===== config.mk =====
export PLATFORM = sky130hd
export DESIGN_NAME = rect_motion_engine
export DESIGN_NICKNAME = d
export VERILOG_FILES = /design/src/rtl/rect_motion_engine.sv
export SDC_FILE = /design/constraint.sdc
export NUM_CORES = 1
export LEC_CHECK = 0
export ABC_AREA = 1
export CORE_MARGIN = 3
export CORE_UTILIZATION = 51
export CTS_CLUSTER_DIAMETER = 150
export DETAILED_ROUTE_END_ITERATION = 8
export PLACE_DENSITY = 0.87
export SETUP_SLACK_MARGIN = 0.1
export SLEW_MARGIN = 5
export SYNTH_ARGS = -nofsm -noshare
export SYNTH_HDL_FRONTEND = slang
export SYNTH_SLANG_ARGS = --single-unit
export TNS_END_PERCENT = 5

===== constraint.sdc =====
create_clock -name pixel_clk -period 4.6 [get_ports pixel_clk]
set_input_delay 1.15 -clock pixel_clk [delete_from_list [all_inputs] [get_ports pixel_clk]]
set_output_delay 1.15 -clock pixel_clk [all_outputs]
set_load 0.05 [all_outputs]

===== src/rtl/rect_motion_engine.sv =====
// rect_motion_engine: one on-screen rectangle stepped at a divided tick rate
// from direction switches, with a one-shot boost / 2x-scale on a button press
// and clamping at the screen edges. Also registers a per-pixel "inside" flag
// for the downstream colour mux.
// Optional build macro: RECT_WRAP_EN -- positions wrap around the screen
// instead of clamping at the edges.
module rect_motion_engine #(
  parameter int SCREEN_W   = 640,
  parameter int SCREEN_H   = 480,
  parameter int COORD_W    = 11,
  parameter int BASE_W     = 100,
  parameter int BASE_H     = 50,
  parameter int INIT_X     = 269,
  parameter int INIT_Y     = 189,
  parameter int VEL        = 2,
  parameter int BOOST_DIST = 20,
  parameter int TICK_DIV   = 1250000
) (
  input  logic               pixel_clk,
  input  logic               reset,
  input  logic [3:0]         dir,
  input  logic               boost_n,
  input  logic               scale_mode,
  input  logic [COORD_W-1:0] col,
  input  logic [COORD_W-1:0] row,
  input  logic               disp_ena,
  output logic [COORD_W-1:0] pos_x,
  output logic [COORD_W-1:0] pos_y,
  output logic [COORD_W-1:0] size_x,
  output logic [COORD_W-1:0] size_y,
  output logic [3:0]         at_edge,
  output logic               dir_err,
  output logic               pixel_on,
  output logic               tick
);

  // Size saturated to the screen dimension.
  function automatic int sat_dim(input int dim, input int scr);
    return (dim > scr) ? scr : dim;
  endfunction

  localparam int SW    = COORD_W + 2;
  localparam int EW    = COORD_W + 1;
  localparam int CNT_W = (TICK_DIV > 1) ? $clog2(TICK_DIV) : 1;

  localparam logic [CNT_W-1:0]   CNT_LAST = CNT_W'(TICK_DIV - 1);
  localparam logic [COORD_W-1:0] SZ_X_BASE = COORD_W'(sat_dim(BASE_W, SCREEN_W));
  localparam logic [COORD_W-1:0] SZ_Y_BASE = COORD_W'(sat_dim(BASE_H, SCREEN_H));
  localparam logic [COORD_W-1:0] SZ_X_BIG  = COORD_W'(sat_dim(2 * BASE_W, SCREEN_W));
  localparam logic [COORD_W-1:0] SZ_Y_BIG  = COORD_W'(sat_dim(2 * BASE_H, SCREEN_H));
  localparam logic signed [SW-1:0] SCR_X   = SW'(SCREEN_W);
  localparam logic signed [SW-1:0] SCR_Y   = SW'(SCREEN_H);
  localparam logic signed [SW-1:0] STEP_V  = SW'(VEL);
  localparam logic signed [SW-1:0] STEP_B  = SW'(BOOST_DIST);
  localparam logic [EW-1:0]        EDGE_X  = EW'(SCREEN_W);
  localparam logic [EW-1:0]        EDGE_Y  = EW'(SCREEN_H);

  // Clamp a signed coordinate into [0, hi].
  function automatic logic [COORD_W-1:0] clamp_axis(input logic signed [SW-1:0] v,
                                                    input logic signed [SW-1:0] hi);
    logic signed [SW-1:0] r;
    if (v < 0)       r = '0;
    else if (v > hi) r = hi;
    else             r = v;
    return COORD_W'(r);
  endfunction

  // Wrap a signed coordinate modulo (hi + 1); negatives land at the far edge.
  function automatic logic [COORD_W-1:0] wrap_axis(input logic signed [SW-1:0] v,
                                                   input logic signed [SW-1:0] hi);
    logic signed [SW-1:0] m;
    logic signed [SW-1:0] r;
    m = hi + SW'(1);
    r = v % m;
    if (r < 0) r = r + m;
    return COORD_W'(r);
  endfunction

  typedef enum logic {ARMED, SPENT} btn_state_t;

  logic [CNT_W-1:0]     r_cnt;
  logic [COORD_W-1:0]   r_pos_x, r_pos_y;
  logic                 r_big;
  logic                 r_dir_err;
  logic                 r_boost_prev;
  logic                 r_pixel_on;
  btn_state_t           r_state, w_state_nxt;

  logic                 w_tick, w_legal, w_press;
  logic [COORD_W-1:0]   w_size_x, w_size_y, w_size_x_nxt, w_size_y_nxt;
  logic signed [SW-1:0] w_step, w_dx, w_dy;
  logic signed [SW-1:0] w_max_x, w_max_y, w_max_x_nxt, w_max_y_nxt;
  logic [COORD_W-1:0]   w_new_x, w_new_y, w_rescl_x, w_rescl_y;
  logic [EW-1:0]        w_end_x, w_end_y;

  assign w_tick   = (r_cnt == CNT_LAST) && !reset;
  assign w_legal  = $onehot0(dir);
  assign w_size_x = r_big ? SZ_X_BIG : SZ_X_BASE;
  assign w_size_y = r_big ? SZ_Y_BIG : SZ_Y_BASE;
  assign w_size_x_nxt = r_big ? SZ_X_BASE : SZ_X_BIG;
  assign w_size_y_nxt = r_big ? SZ_Y_BASE : SZ_Y_BIG;
  assign w_end_x  = {1'b0, r_pos_x} + {1'b0, w_size_x};
  assign w_end_y  = {1'b0, r_pos_y} + {1'b0, w_size_y};

  // Free-running motion tick divider.
  always_ff @(posedge pixel_clk or posedge reset) begin
    if (reset)                  r_cnt <= '0;
    else if (r_cnt == CNT_LAST) r_cnt <= '0;
    else                        r_cnt <= r_cnt + CNT_W'(1);
  end

  // Button FSM state register.
  always_ff @(posedge pixel_clk or posedge reset) begin
    if (reset) r_state <= ARMED;
    else       r_state <= w_state_nxt;
  end

  // Button FSM next state; a press edge in ARMED fires the one-shot action.
  always_comb begin
    w_state_nxt = r_state;
    w_press     = 1'b0;
    if (w_tick) begin
      case (r_state)
        ARMED: if (r_boost_prev && !boost_n) begin
          w_press     = 1'b1;
          w_state_nxt = SPENT;
        end
        SPENT: if (boost_n) w_state_nxt = ARMED;
        default: w_state_nxt = ARMED;
      endcase
    end
  end

  // Candidate step and edge-limited positions for this tick.
  always_comb begin
    w_step = (w_press && !scale_mode) ? STEP_B : STEP_V;
    w_dx   = '0;
    w_dy   = '0;
    if (dir[1])      w_dx = w_step;
    else if (dir[3]) w_dx = -w_step;
    if (dir[0])      w_dy = w_step;
    else if (dir[2]) w_dy = -w_step;
    w_max_x     = SCR_X - $signed({2'b00, w_size_x});
    w_max_y     = SCR_Y - $signed({2'b00, w_size_y});
    w_max_x_nxt = SCR_X - $signed({2'b00, w_size_x_nxt});
    w_max_y_nxt = SCR_Y - $signed({2'b00, w_size_y_nxt});
`ifdef RECT_WRAP_EN
    w_new_x = wrap_axis($signed({2'b00, r_pos_x}) + w_dx, w_max_x);
    w_new_y = wrap_axis($signed({2'b00, r_pos_y}) + w_dy, w_max_y);
`else
    w_new_x = clamp_axis($signed({2'b00, r_pos_x}) + w_dx, w_max_x);
    w_new_y = clamp_axis($signed({2'b00, r_pos_y}) + w_dy, w_max_y);
`endif
    w_rescl_x = clamp_axis($signed({2'b00, r_pos_x}), w_max_x_nxt);
    w_rescl_y = clamp_axis($signed({2'b00, r_pos_y}), w_max_y_nxt);
  end

  // Tick-rate state: position, size toggle, direction error, button history.
  always_ff @(posedge pixel_clk or posedge reset) begin
    if (reset) begin
      r_pos_x      <= COORD_W'(INIT_X);
      r_pos_y      <= COORD_W'(INIT_Y);
      r_big        <= 1'b0;
      r_dir_err    <= 1'b0;
      r_boost_prev <= 1'b1;
    end else if (w_tick) begin
      r_dir_err    <= !w_legal;
      r_boost_prev <= boost_n;
      if (w_legal) begin
        if (w_press && scale_mode) begin
          r_big   <= ~r_big;
          r_pos_x <= w_rescl_x;
          r_pos_y <= w_rescl_y;
        end else begin
          r_pos_x <= w_new_x;
          r_pos_y <= w_new_y;
        end
      end
    end
  end

  // Registered inside-rectangle flag for the current pixel.
  always_ff @(posedge pixel_clk or posedge reset) begin
    if (reset) r_pixel_on <= 1'b0;
    else       r_pixel_on <= disp_ena &&
                             ({1'b0, col} >= {1'b0, r_pos_x}) && ({1'b0, col} < w_end_x) &&
                             ({1'b0, row} >= {1'b0, r_pos_y}) && ({1'b0, row} < w_end_y);
  end

  assign pos_x    = r_pos_x;
  assign pos_y    = r_pos_y;
  assign size_x   = w_size_x;
  assign size_y   = w_size_y;
  assign dir_err  = r_dir_err;
  assign pixel_on = r_pixel_on;
  assign tick     = w_tick;
  assign at_edge  = {(r_pos_x == '0), (r_pos_y == '0),
                     (w_end_x == EDGE_X), (w_end_y == EDGE_Y)};

endmodule


==> results of run 1 <==
logic make-up (layout without fill, tap and decap cells):
family                     Yosys count  after routing  share of synthesized area
adders and majority gates           93             93                      0.206
AOI/OAI and AO/OA                  132            132                      0.132
buffers and inverters              167            261                      0.123
and+or+nand+nor                    350            350                      0.283
xor gates and xnor gates            30             30                     0.0451
muxes                                1              1                    0.00193
DFF                                 48             48                      0.209
other                                2             14                    0.00129
Yosys cell counts (2+ instances only):
master	instances	area share
a211oi_1	3	0.0039
a21boi_0	2	0.0026
a21oi_1	66	0.057
a21oi_2	2	0.0030
a31o_2	3	0.0045
a31oi_1	6	0.0064
buf_4	21	0.027
conb_1	2	0.0013
dfrtp_1	37	0.16
dfstp_2	11	0.050
fa_1	5	0.017
ha_1	88	0.19
inv_1	141	0.091
inv_2	3	0.0019
nand2_1	142	0.091
nand2_2	6	0.0064
nand3_1	58	0.050
nand3_2	2	0.0034
nand3_4	3	0.0090
nand3b_1	2	0.0026
nand4_1	18	0.019
nor2_1	83	0.053
nor2_2	2	0.0021
nor2_4	2	0.0039
nor3_1	13	0.011
nor3_2	3	0.0052
nor4_1	7	0.0075
o21a_1	5	0.0064
o21ai_0	24	0.021
o21ai_1	2	0.0017
o21bai_1	3	0.0039
o22ai_1	5	0.0054
o31ai_1	2	0.0026
or2_2	3	0.0032
xor2_1	29	0.044
metal layers:
metal | vias to the layer above | wire (um) | track usage
li1 | 2911 | - | -
met1 | 2704 | 6820 | 0.318
met2 | 231 | 7300 | 0.399
met3 | 38 | 1010 | 0.0305
met4 | 0 | 516 | 0.0833
met5 | - | 0 | 0
where the power goes:
group	total, mW	internal, mW	switching [mW]
clock network	0.354	0.201	0.153
logic	0.537	0.217	0.320
registers	0.459	0.435	0.0233
registers in the layout, indices dropped and copies added (netlist names):
name,count
r_cnt,21
pos_y,11
r_big,1
r_state,1
dir_err,1
r_boost_prev,1
pixel_on,1
pos_x,11
worst reg2reg max path, delay by kind of cell, from the launching register on:
kind / cells / cell delay (ns)
xor gates and xnor gates: 1 / 0.17
and+or+nand+nor: 22 / 2.16
adders and majority gates: 3 / 0.85
muxes: 1 / 0.33
buffers and inverters: 1 / 0.06
DFF: 1 / 0.37
AOI/OAI and AO/OA: 2 / 0.22
worst min path at each step:
| stage | from | end | slack (ns) | cells past startpoint |
|---|---|---|---|---|
| after global routing | r_cnt[0] | r_cnt[0] | 0.49 | 1 |
| after global placement | r_cnt[0] | r_cnt[0] | 0.45 | 1 |
| after detailed placement | r_cnt[0] | r_cnt[0] | 0.46 | 1 |
| final | r_cnt[0] | r_cnt[0] | 0.46 | 1 |
| after floorplan | r_cnt[0] | r_cnt[0] | 0.43 | 1 |
| after CTS | r_cnt[0] | r_cnt[0] | 0.46 | 1 |
stage by stage:
step | util | instance area, um2 | hold WS (ns)
2_1_floorplan | - | 5920 | 0.433
5_1_grt | 0.658 | 7230 | 0.491
3_3_place_gp | 0.624 | 6850 | 0.451
6_report | 0.658 | 7230 | 0.464
3_5_place_dp | 0.624 | 6850 | 0.455
4_1_cts | 0.643 | 7060 | 0.464
layout make-up:
cell class | instances | area [um2] | share of cell area
multi-input combinational | 620 | 4140 | 0.572
clock inverter | 2 | 12.5 | 0.00173
sequential | 48 | 1210 | 0.168
tap | 140 | 175 | 0.0242
timing repair buffer | 109 | 1020 | 0.141
inverter | 144 | 544 | 0.0753
clock buffer | 6 | 129 | 0.0178
repair_timing:
action	4_1_cts	5_1_grt
setup buffers	4	6
resized for setup	10	32
endpoints found under the setup margin	15	19
pin swaps	4	14
==> flow_summary.json, run 1 <==
{
  "status": "finished clean",
  "drtPass1Iterations": 5,
  "wire_per_inst_um": 14.6,
  "relSlewSlack": 0.586,
  "insertion_delay_ns": 0.29,
  "max_freq_mhz": 225,
  "crit_family": "simple AND/OR/NAND/NOR gates",
  "crit_buf_inv": 4,
  "finClkSkew_ns": 0.00494,
  "r2r_start": "r_cnt[0]",
  "cts_max_level": 2,
  "synth_area_um2": 5830,
  "cpMaxStageDelayCell": "dlygate4sd2_1",
  "hold_buffers": 0,
  "fin_crit_ns": 4.44,
  "rsz0062_at_grt": "yes",
  "p_leak_nw": 3.69,
  "slowest_delay_ns": 0.33,
  "cts_buffer_depth": 2,
  "crit_end": "pos_x[7]",
  "io_buffers": 67,
  "syn_inst": 823,
  "clk_pin_slew_ns": 0.07,
  "core_area_um2": 11000,
  "track_usage": 0.238,
  "cp_max_fo": 6,
  "dpl.hpwl_mm": 12.4,
  "yosysSeqAreaShare": 0.209,
  "start_util": 0.531,
  "drc": 0,
  "final_cell_mix": "inv_1 (138), nand2_1 (134), ha_1 (85)",
  "fin_nets": 1052,
  "maxCapViolCount": 0,
  "ff2ff_setup_slack_ns": 0.37,
  "vias_per_cell": 5.50,
  "pin_count": 82,
  "gr-total-overflow": 0,
  "hold_path_class": "reg -> reg",
  "grt_pass1_vias": 5512,
  "ys_types": 54,
  "critPathCaptureType": "flop",
  "pre_cts_ws_ns": -0.387,
  "final.setup.tns_ns": 0,
  "setup_viol": 0,
  "final_max_slew_viol_count": 0,
  "cts_tree": "done",
  "yosysWarnings": 0,
  "cp-start-kind": "input port",
  "cts_sinks": 48,
  "fillers": 846,
  "total_power_mw": 1.35,
  "min_period_over_period": 0.965,
  "crit_arrival_ns": 4.65,
  "hold_violations": 0,
  "num_vias": 5884,
  "crit_top_cell": "nand2_1",
  "routed_wl_mm": 15.6,
  "cts_root_buf": "clkbuf_16",
  "ant_nets": 0,
  "grt_pass1_wl_mm": 25.3,
  "final_common_cell": "inv_1",
  "final_cells": 1069,
  "timing.critical_path.from": "reset",
  "timing.rr.end": "pos_x[7]",
  "yosys_register_bits": 48,
  "cp.depth": 29,
  "tightest_slew_ns": 0.619,
  "reg2reg_depth": 30,
  "ir_worst_vdd_mv": 0.151,
  "area_delta_synth_final_pct": 24.1,
  "worst_slack_ns": 0.160,
  "cts_buffers": 5,
  "fp-row-count": 38,
  "die-area_um2": 12700,
  "grt_max_degree": 50,
  "worstSetupPathType": "in -> reg",
  "dp_cells": 1051,
  "synth_edf_count": 0,
  "finalWeightedCongestion": 0.914,
  "drt_first_iter_violations": 459,
  "antenna_found_initial": 0,
  "powerDensity_nw_per_um2": 187,
  "antenna_cells": 0,
  "die_w_um": 113,
  "fp.dieH_um": 113,
  "avgSynthCellArea_um2": 7.08,
  "async_flop_share": 1.00,
  "cp.required_ns": 4.81,
  "synth_ff_type": "dfrtp_1",
  "layout-drive-gt1-share": 0.143
}
No activity file was read; power rests on OpenSTA's default activity.
==> inputs of run 2 (changes only) <==
SETUP_SLACK_MARGIN = 0.3   (was 0.1)
==> flow_summary.json, run 2 (synthesis results as in run 1) <==
{
  "routed_wl_mm": 17.3,
  "area_delta_synth_final_pct": 28.6,
  "min_period_over_period": 0.946,
  "grt_max_degree": 50,
  "crit_end": "pos_x[5]",
  "cts_root_buf": "clkbuf_16",
  "rsz0062_at_grt": "yes",
  "hold_path_class": "reg -> reg",
  "num_vias": 6138,
  "crit_arrival_ns": 4.57,
  "drt_first_iter_violations": 464,
  "fp-row-count": 38,
  "maxCapViolCount": 0,
  "place_area_um2": 6850,
  "fin_util": 0.682,
  "finClkSkew_ns": 0.00463,
  "critPathCaptureType": "flop",
  "ir_worst_vdd_mv": 0.168,
  "finalWeightedCongestion": 0.914,
  "die-area_um2": 12700,
  "timing.critical_path.from": "dir[3]",
  "ant_nets": 0,
  "gr-total-overflow": 0,
  "relSlewSlack": 0.592,
  "cp.required_ns": 4.82,
  "dp_cells": 1051,
  "insertion_delay_ns": 0.29,
  "top_register": "r_cnt",
  "cts_buffers": 5,
  "track_usage": 0.248,
  "hold-worst-slack_ns": 0.476,
  "cp-start-kind": "input port",
  "setup_viol": 0,
  "antenna_found_initial": 0,
  "final_cells": 1089,
  "vias_per_cell": 5.64,
  "pin_count": 82,
  "drc": 0,
  "status": "finished clean",
  "antenna_cells": 0,
  "clk_pin_slew_ns": 0.06,
  "start_util": 0.531,
  "max_freq_mhz": 230,
  "worstSetupPathType": "in -> reg",
  "cts_max_level": 2,
  "final_common_cell": "inv_1",
  "timing.rr.end": "pos_x[5]",
  "fin_crit_ns": 4.35,
  "p_leak_nw": 3.82,
  "ff2ff_setup_slack_ns": 0.38,
  "layout-drive-gt1-share": 0.183,
  "die_w_um": 113,
  "cp_max_fo": 6,
  "fp.dieH_um": 113,
  "powerDensity_nw_per_um2": 194,
  "dpl.hpwl_mm": 12.4,
  "final_max_slew_viol_count": 0,
  "hold_violations": 0,
  "drtPass1Iterations": 5,
  "cts_buffer_depth": 2,
  "cts_sinks": 48,
  "reg2reg_depth": 29,
  "cts_tree": "done",
  "fin_nets": 1072,
  "wire_per_inst_um": 15.8,
  "io_buffers": 67,
  "grt_pass1_wl_mm": 26.1,
  "largest_register_ff_count": 21,
  "grt_pass1_vias": 5671,
  "r2r_start": "r_cnt[0]",
  "tightest_slew_ns": 0.610,
  "core_area_um2": 11000,
  "finalInstanceArea_um2": 7490,
  "final_cell_mix": "inv_1 (134), nand2_1 (130), ha_1 (80)"
}
-- run 2: cell count changes in the layout (fill, tap and decap cells not counted), sizes merged --
| cell | previous run | this run |
|---|---|---|
| buf | 44 | 64 |
| clkbuf | 6 | 8 |
| clkdlybuf4s50 | 62 | 60 |
-- run 2: repair_timing --
| item | in CTS | in global routing |
|---|---|---|
| setup endpoints to repair | 19 | 20 |
| pin swaps | 17 | 26 |
| buffers inserted | 19 | 11 |
| hold buffers | 0 | 0 |
| resized for setup | 26 | 49 |
| cloned | 0 | 0 |
-- run 2: where the power goes --
part	switching, mW	leakage [nW]	internal [mW]
combinational	0.365	3.17	0.269
sequential	0.0250	0.578	0.435
clock	0.157	0.0669	0.201
total	0.547	3.82	0.905
-- run 2: final cells by class --
cell class              instances  area, um2
flip-flops and latches         48       1210
fillers                       807       3490
clock inverters                 2       12.5
well taps                     140        175
repair buffers                129       1160
clock buffers                   6        129
multi-input cells             620       4250
inverters                     144        547
-- run 2: worst max-delay path: stages --
cell and delay (ns):
clkdlybuf4s50_1 0.42, inv_2 0.12, nor2_4 0.06, buf_4 0.15, a21oi_4 0.13, inv_2 0.06, ha_4 0.27, nand2_1 0.06
nand2_1 0.12, nand3_2 0.11, nand2_2 0.11, a31oi_4 0.10, xor2_2 0.19, ha_4 0.31, nand2_4 0.05, nor2_1 0.09
nand3_1 0.10, nor2_1 0.10, nand3_1 0.09, nand3_1 0.09, nand2_1 0.05, nand2_1 0.07, nand2_2 0.08, nand2_4 0.10
nand2_4 0.09, nand2_2 0.10, nand2_2 0.05, a21oi_2 0.13
-- run 2: worst min-delay path by stage --
stage                        start  endpoint  slack [ns]  depth (start not counted)
after floorplan           r_cnt[0]  r_cnt[0]        0.43                          1
after global placement    r_cnt[0]  r_cnt[0]        0.45                          1
after detailed placement  r_cnt[0]  r_cnt[0]        0.46                          1
after CTS                 r_cnt[0]  r_cnt[0]        0.46                          1
after global routing      r_cnt[0]  r_cnt[0]        0.50                          1
final                     r_cnt[0]  r_cnt[0]        0.48                          1
-- run 2: metal layers --
layer,up-vias,wire (um),part of all wire,global-route usage
met1,2836,7090,0.41,0.318
met2,289,8240,0.48,0.424
li1,2956,-,-,-
met3,57,1250,0.073,0.0385
met4,0,665,0.039,0.0873
met5,-,0,0,0
-- run 2: through the flow --
step / setup WS [ns] / setup TNS [ns] / total power, mW
6_report: 0.251 / 0 / 1.45
3_5_place_dp: -0.387 / -4.56 / 0.942
3_3_place_gp: -0.198 / -2.61 / 0.930
5_1_grt: 0.0953 / 0 / 1.53
2_1_floorplan: -0.114 / -0.586 / 0.793
4_1_cts: 0.292 / 0 / 1.36
